--- src/rtl/nibble_serial_adder.sv ---
// nibble_serial_adder: wide-operand adder that pushes one nibble per cycle, LSB first, through an
// external combinational 4-bit adder stage. The carry between nibbles is registered.
//
// Optional feature: define SERIAL_ADD_OVF_EN to add the 'ovf' output (two's-complement overflow).
//
// Ports:
//   clk, rst_n            clock, asynchronous active-low reset
//   in_valid/in_ready     operand handshake (a, b, cin)
//   out_valid/out_ready   result handshake (sum, cout [, ovf])
//   add_a/add_b/add_cin   to adder stage: current nibbles and registered carry (0 outside RUN)
//   add_sum/add_cout      from adder stage: combinational nibble sum and carry
module nibble_serial_adder #(
  parameter int unsigned NIBBLES = 4
) (
  input  logic                 clk,
  input  logic                 rst_n,
  input  logic                 in_valid,
  output logic                 in_ready,
  input  logic [4*NIBBLES-1:0] a,
  input  logic [4*NIBBLES-1:0] b,
  input  logic                 cin,
  output logic                 out_valid,
  input  logic                 out_ready,
  output logic [4*NIBBLES-1:0] sum,
  output logic                 cout,
`ifdef SERIAL_ADD_OVF_EN
  output logic                 ovf,
`endif
  output logic [3:0]           add_a,
  output logic [3:0]           add_b,
  output logic                 add_cin,
  input  logic [3:0]           add_sum,
  input  logic                 add_cout
);

  localparam int unsigned W    = 4 * NIBBLES;
  localparam int unsigned CntW = (NIBBLES > 1) ? $clog2(NIBBLES) : 1;
  localparam logic [CntW-1:0] CntLast = CntW'(NIBBLES - 1);

  typedef enum logic [1:0] {StIdle, StRun, StHold} state_e;

  state_e          state_q, state_d;
  logic [W-1:0]    a_sh_q, a_sh_d;
  logic [W-1:0]    b_sh_q, b_sh_d;
  logic [W-1:0]    sum_q, sum_d;
  logic [W-1:0]    sum_shift;
  logic            cout_q, cout_d;
  logic            carry_q, carry_d;
  logic [CntW-1:0] cnt_q, cnt_d;

  // New nibble sum enters at the top; after NIBBLES shifts nibble 0 sits at the bottom.
  if (NIBBLES == 1) begin : g_one
    assign sum_shift = add_sum;
  end else begin : g_many
    assign sum_shift = {add_sum, sum_q[W-1:4]};
  end

`ifdef SERIAL_ADD_OVF_EN
  logic ovf_q, ovf_d;
  assign ovf = ovf_q;
`endif

  always_comb begin
    state_d = state_q;
    a_sh_d  = a_sh_q;
    b_sh_d  = b_sh_q;
    sum_d   = sum_q;
    cout_d  = cout_q;
    carry_d = carry_q;
    cnt_d   = cnt_q;
    add_a   = 4'h0;
    add_b   = 4'h0;
    add_cin = 1'b0;
`ifdef SERIAL_ADD_OVF_EN
    ovf_d   = ovf_q;
`endif
    unique case (state_q)
      StIdle: begin
        if (in_valid) begin
          a_sh_d  = a;
          b_sh_d  = b;
          carry_d = cin;
          cnt_d   = '0;
          state_d = StRun;
        end
      end
      StRun: begin
        add_a   = a_sh_q[3:0];
        add_b   = b_sh_q[3:0];
        add_cin = carry_q;
        carry_d = add_cout;
        sum_d   = sum_shift;
        a_sh_d  = a_sh_q >> 4;
        b_sh_d  = b_sh_q >> 4;
        cnt_d   = cnt_q + 1'b1;
        if (cnt_q == CntLast) begin
          cout_d  = add_cout;
          state_d = StHold;
`ifdef SERIAL_ADD_OVF_EN
          // Low nibbles now hold the operand MSB nibbles; add_sum[3] is the result MSB.
          ovf_d = (a_sh_q[3] == b_sh_q[3]) && (add_sum[3] != a_sh_q[3]);
`endif
        end
      end
      StHold: begin
        if (out_ready) state_d = StIdle;
      end
      default: state_d = StIdle;
    endcase
  end

  always_ff @(posedge clk or negedge rst_n) begin
    if (!rst_n) begin
      state_q <= StIdle;
      a_sh_q  <= '0;
      b_sh_q  <= '0;
      sum_q   <= '0;
      cout_q  <= 1'b0;
      carry_q <= 1'b0;
      cnt_q   <= '0;
    end else begin
      state_q <= state_d;
      a_sh_q  <= a_sh_d;
      b_sh_q  <= b_sh_d;
      sum_q   <= sum_d;
      cout_q  <= cout_d;
      carry_q <= carry_d;
      cnt_q   <= cnt_d;
    end
  end

`ifdef SERIAL_ADD_OVF_EN
  always_ff @(posedge clk or negedge rst_n) begin
    if (!rst_n) ovf_q <= 1'b0;
    else        ovf_q <= ovf_d;
  end
`endif

  assign in_ready  = (state_q == StIdle);
  assign out_valid = (state_q == StHold);
  assign sum       = sum_q;
  assign cout      = cout_q;

endmodule

--- config.mk ---
export PLATFORM = sky130hd
export DESIGN_NAME = nibble_serial_adder
export DESIGN_NICKNAME = d
export VERILOG_FILES = /design/src/rtl/nibble_serial_adder.sv
export SDC_FILE = /design/constraint.sdc
export NUM_CORES = 1
export LEC_CHECK = 0
export CORE_MARGIN = 2
export CORE_UTILIZATION = 29
export DETAILED_ROUTE_END_ITERATION = 8
export MAX_ROUTING_LAYER = met4
export PLACE_DENSITY = 0.59
export SETUP_SLACK_MARGIN = 0.3
export SYNTH_ARGS = -nofsm -noshare
export SYNTH_HDL_FRONTEND = slang
export SYNTH_SLANG_ARGS = --single-unit
--- constraint.sdc ---
create_clock -name clk -period 2.1 [get_ports clk]
set_input_delay 0.525 -clock clk [delete_from_list [all_inputs] [get_ports clk]]
set_output_delay 0.525 -clock clk [all_outputs]
set_load 0.005 [all_outputs]
==> results.cfg, run 1 <==
[run_status]
outcome = complete, no violations

[timing]
rsz0062_at_grt = true
max_freq_ghz = 0.501
hold_viol_final = 0
fin_crit_ns = 2.00
worst_slew_pin_slew_ns = 0.416
finalSetupTns_ns = 0
finClkSkew_ns = 0.00471
period_share_pct = 95.0
slew_viol_final = 0
setup_viol = 0
max_slew_margin_pct = 72.3
worst_hold_slack_ns = 0.201

[synth]
synth_seq_cells = 54
yosysSeqAreaShare_pct = 54.2
synth_top_area_share_pct = 54.2
synth.most_common_cell = dfrtp_1
synthTopCellsByArea = dfrtp_1 54%, mux2_2 7.2%, a22oi_1 5.1%, nand3b_1 5.1%, nand3_1 3.4%
synth.net_count = 269
synth_commonest_cells = 54 x dfrtp_1, 22 x nand2_1, 17 x a22oi_1, 17 x nand3_1, 17 x nand3b_1
synth_top_flop_cell = dfrtp_1
yosysTopAreaCell = dfrtp_1
synth-edff-count = 0
synthDistinctLibCells = 29
synthCells = 226
async_flop_share_pct = 100
post_synth.cell_area_avg_um2 = 11.0
synth_area_mm2 = 0.00249
ys_warn_count = 0

[global_route]
grt.total_usage_pct = 13.7
grt_overflow_total = 0
antenna_found_initial = 0
grt_pass1_vias = 1990
grt_first_pass_wirelength_mm = 10.1
grt_max_degree = 55

[die]
core_area_mm2 = 0.00826
initial_core_util_pct = 30.2
rows = 33
dieHeight_um = 96.7
dieArea_mm2 = 0.00936
die_w_um = 96.7
num_io_pins = 70

[cts]
cts.clk_slew.worst_paths_ns = 0.10
cts_tree = built
h-tree-depth = 2
clk_latency_ns = 0.30
cts.sinks = 54
root_buffer = clkbuf_8
clk_path_buf_depth = 2
postCtsHoldBufs = 0
cts_buffers = 5

[finish]
fillers = 810
fin_nets = 356
drive_gt1_share_pct = 25.2
syn_to_final_growth_pct = 47.0
num_antenna_cells = 0
fin_area_mm2 = 0.00367

[critical_path]
setup.worst_path.end_class = output pin
worstPathRequired_ns = 1.57
cp.arrival_ns = 1.47
path_class = reg -> out
cp-start-kind = flop
cp_max_fo = 4

[placed_design]
dp_hpwl_mm = 3.84
place_area_mm2 = 0.00332
globalplace.congestion = 0.739
portBuffers = 69

[drt]
dr.pass1.iters = 4
finalWirelength_mm = 6.02
num_vias = 2011
post_drt_wl_per_cell_um = 14.4
drtAntennaViolNets = 0
via_per_inst = 4.80
drc = 0
drtIter0Drc = 121

[pwr]
p_leak_uw = 0.00159
pwr_density_cell_mw_per_mm2 = 1520
power_uw = 5580
ir_worst_vdd_uv = 471

[flow_run]
maxCapViolCount = 0

[min_path]
hold_class = in -> async
-- layout make-up --
class	instances	area, um2	area share, %
multi-input combinational	148	1060	28.8
clock buffer	6	72.6	1.98
clock inverter	2	37.5	1.02
inverter	5	18.8	0.512
timing repair buffer	99	998	27.2
sequential	54	1350	36.9
tap	105	131	3.58
-- flip-flops by register name, indices dropped and copies added (netlist names) --
register / count
a_sh_q: 16
b_sh_q: 16
carry_q: 1
cnt_q: 2
cout: 1
state_q: 2
sum: 16
-- report_power, final --
part | leakage, uW | switching (uW) | internal, uW
clock | 0.0000514 | 340 | 356
sequential | 0.000662 | 308 | 1540
combinational | 0.000880 | 1170 | 1870
-- per-stage QoR --
stage               cells  utilization, %  setup slack [ns]
finish                419            44.4             0.105
global route          419            44.4            0.0474
CTS                   416            43.6            0.0722
detailed placement    392            40.2             0.102
global placement      392            40.2             0.127
floorplan             226               -             0.573
-- path summary, 6_finish.rpt --
check / cells past startpoint / slack [ns] / startpoint / end
hold reg to reg: 1 / 0.48 / cnt_q[0]$_DFFE_PN0P_ / cnt_q[0]$_DFFE_PN0P_
setup reg to reg: 9 / 0.32 / state_q[0]$_DFFE_PN0P_ / cout$_DFFE_PN0P_
min in group clk: 1 / 0.48 / cnt_q[0]$_DFFE_PN0P_ / cnt_q[0]$_DFFE_PN0P_
max in group asynchronous: 2 / 1.66 / rst_n / a_sh_q[2]$_DFFE_PN0P_
hold / removal: 2 / 0.20 / rst_n / sum[0]$_DFFE_PN0P_
setup / recovery: 6 / 0.10 / state_q[1]$_DFFE_PN0P_ / add_b[3]
-- layout by cell type, fill, tap and decap left out, types with 8 or more instances in the layout --
cell / Yosys / final
clkdlybuf4s50_1: 0 / 57
nand2_1: 22 / 22
nand3_1: 17 / 17
mux2_2: 16 / 16
buf_4: 4 / 16
o21ai_0: 9 / 9
dfrtp_1: 54 / 54
buf_6: 1 / 17
and2_4: 0 / 8
a22oi_1: 17 / 17
nand3b_1: 17 / 17
-- timing repair --
action                     in CTS  in global routing
resized for setup              54                 15
buffers inserted               15                  3
cloned                          1                  0
setup endpoints to repair      20                 17
-- cells by family after synthesis --
kind of cell / after synthesis / synth area share, %
AO/OA/AOI/OAI: 45 / 13.9
flip-flops: 54 / 54.2
adder cells (fa/ha/maj): 1 / 0.502
buffers and inverters: 24 / 4.87
AND/OR/NAND/NOR: 85 / 18.9
multiplexers: 17 / 7.68
-- worst max-delay path, cell delays in order, from the launching register on --
cell and delay (ns):
dfrtp_1 0.43, nor2b_4 0.20, buf_6 0.12, buf_6 0.09, buf_6 0.10, and2_4 0.14
buf_6 0.08
-- per-layer routing --
metal  up-vias  global-route usage (%)  share of wire (%)
met4         0                    3.25               0.98
met1       979                    18.8                 48
li1        973                       -                  -
met5         -                       -                  0
met2        54                    20.9                 46
met3         5                    3.03                4.3
Note: power is estimated with default switching activity, not from simulation.
==> run 2, diff against run 1 <==
--- a/config.mk
+++ b/config.mk
@@ -9,7 +9,7 @@
 export CORE_UTILIZATION = 29
 export DETAILED_ROUTE_END_ITERATION = 8
 export MAX_ROUTING_LAYER = met4
-export PLACE_DENSITY = 0.59
+export PLACE_DENSITY = 0.63
 export SETUP_SLACK_MARGIN = 0.3
 export SYNTH_ARGS = -nofsm -noshare
 export SYNTH_HDL_FRONTEND = slang
==> run 2 against run 1 <==
  * Sequential share of layout area rose by 0.14 points
  * Worst setup slack improved by 0.022 ns
  * First-iteration DRC count down 53%
  * Largest cell class unchanged
  * Critical path depth did not move
  * Wire length increased by 2.2%
  * Largest power group unchanged
  * Core utilization fell by 0.17 points
  * Clock skew is 0.0016 ns higher
  * Design area down 0.38%
  * Register-to-register slack improved by 0.08 ns
==> results.cfg, run 2 (synthesis gave the netlist of run 1 again) <==
[critical_path]
reg2reg_depth = 7
worstPathRequired_ns = 1.57
cp.arrival_ns = 1.45
reg2reg_from = state_q[1]$_DFFE_PN0P_
cp-start-kind = flop
setup.worst_path.end_class = output pin
ff2ff_setup_slack_ns = 0.40
cp_max_fo = 5
path_class = reg -> out
rr_endpoint = sum[5]$_DFFE_PN0P_

[global_route]
grt_pass1_vias = 2064
grt_max_degree = 55
grt.total_usage_pct = 13.6
grt_overflow_total = 0
antenna_found_initial = 0
grt_first_pass_wirelength_mm = 10.1

[cts]
postCtsHoldBufs = 0
root_buffer = clkbuf_8
cts.sinks = 54
cts_tree = built
cts_buffers = 5
h-tree-depth = 2
clk_latency_ns = 0.30
clk_path_buf_depth = 2
cts.clk_slew.worst_paths_ns = 0.09

[min_path]
hold_class = in -> async

[die]
core_area_mm2 = 0.00826
dieArea_mm2 = 0.00936
initial_core_util_pct = 30.2
dieHeight_um = 96.7
num_io_pins = 70
die_w_um = 96.7
rows = 33

[finish]
final_common_cell = clkdlybuf4s50_1
fin_area_mm2 = 0.00365
num_antenna_cells = 0
fillers = 817
drive_gt1_share_pct = 25.5
fin_nets = 356
mostFrequentLayoutCells = 57 x clkdlybuf4s50_1, 54 x dfrtp_1, 22 x nand2_1
syn_to_final_growth_pct = 46.5
final_cells = 419

[timing]
max_freq_ghz = 0.507
period_share_pct = 94.0
fin_crit_ns = 1.97
hold_viol_final = 0
worst_slew_pin_slew_ns = 0.377
slew_viol_final = 0
finClkSkew_ns = 0.00636
rsz0062_at_grt = true
setup_viol = 0
max_slew_margin_pct = 74.9
finalSetupTns_ns = 0

[placed_design]
globalplace.congestion = 0.791
portBuffers = 69
dp_hpwl_mm = 3.95
place_area_mm2 = 0.00333
dp.cells = 391

[drt]
num_vias = 2027
dr.pass1.iters = 4
post_drt_wl_per_cell_um = 14.7
drtIter0Drc = 57
drc = 0
via_per_inst = 4.84
finalWirelength_mm = 6.15
drtAntennaViolNets = 0

[pwr]
pwr_density_cell_mw_per_mm2 = 1510
p_leak_uw = 0.00160
ir_worst_vdd_uv = 615

[run_status]
outcome = complete, no violations

[flow_run]
maxCapViolCount = 0
[run 2: cell count changes in the layout (fill, tap and decap cells not counted), sizes merged]
cell,before,now
buf,39,37
bufbuf,1,2
bufinv,1,0
clkbuf,7,10
clkinv,0,1
clkinvlp,1,0
dlygate4sd2,1,0
[run 2: worst max path at each step]
| stage | slack, ns | to | cells after the start | from |
|---|---|---|---|---|
| finish | 0.13 | add_b[3] | 6 | state_q[0]$_DFFE_PN0P_ |
| global route | 0.07 | add_b[3] | 6 | state_q[0]$_DFFE_PN0P_ |
| CTS | 0.05 | add_b[0] | 5 | state_q[0]$_DFFE_PN0P_ |
| detailed placement | 0.09 | b_sh_q[15]$_DFFE_PN0P_ | 4 | in_valid |
| global placement | 0.12 | b_sh_q[12]$_DFFE_PN0P_ | 4 | in_valid |
| floorplan | 0.57 | add_a[0] | 4 | state_q[1]$_DFFE_PN0P_ |
[run 2: area by class of cell]
class | count | area, um2 | share of cell area (%)
sequential | 54 | 1350 | 37.0
multi-input combinational | 148 | 1060 | 28.9
timing repair buffer | 99 | 1000 | 27.5
tap | 105 | 131 | 3.60
clock buffer | 7 | 86.3 | 2.36
inverter | 5 | 18.8 | 0.514
clock inverter | 1 | 5.00 | 0.137
[run 2: repair_timing]
action                     in CTS  in global routing
hold endpoints to repair        0                  0
cloned                          2                  0
gates resized for setup        38                 25
setup buffers                  13                  5
setup endpoints to repair      20                 15
[run 2: per-layer routing]
layer,global-route usage [%],vias to the layer above,share of wire [%]
met5,-,-,0
met3,2.75,9,4.2
met2,21.6,61,48
li1,-,976,-
met4,3.25,0,1.3
met1,17.9,981,47
[run 2: per-stage QoR]
step                utilization [%]  power (uW)  hold WS, ns  setup WS (ns)
floorplan                         -        3270        0.229          0.573
global placement               40.3        4250        0.471          0.125
detailed placement             40.3        4320        0.483         0.0908
CTS                            42.9        5310        0.212         0.0508
global route                   44.2        5930        0.206         0.0736
finish                         44.2        5520        0.198          0.127
[run 2: power breakdown]
part | internal, uW | switching [uW]
logic | 1910 | 1160
clock network | 267 | 330
registers | 1540 | 307
[run 2: worst max-delay path: stages, from the launching register on]
cell	delay [ns]
dfrtp_1	0.39
nor2b_4	0.14
buf_6	0.12
buf_12	0.12
buf_8	0.12
and2_4	0.15
buf_6	0.11
==> run 3, diff against run 2 <==
--- a/config.mk
+++ b/config.mk
@@ -5,6 +5,7 @@
 export SDC_FILE = /design/constraint.sdc
 export NUM_CORES = 1
 export LEC_CHECK = 0
+export ABC_CLOCK_PERIOD_IN_PS = 2100
 export CORE_MARGIN = 2
 export CORE_UTILIZATION = 29
 export DETAILED_ROUTE_END_ITERATION = 8
==> results of run 3 <==
No change in the layout: final DEF, timing and power equal those of run 2.
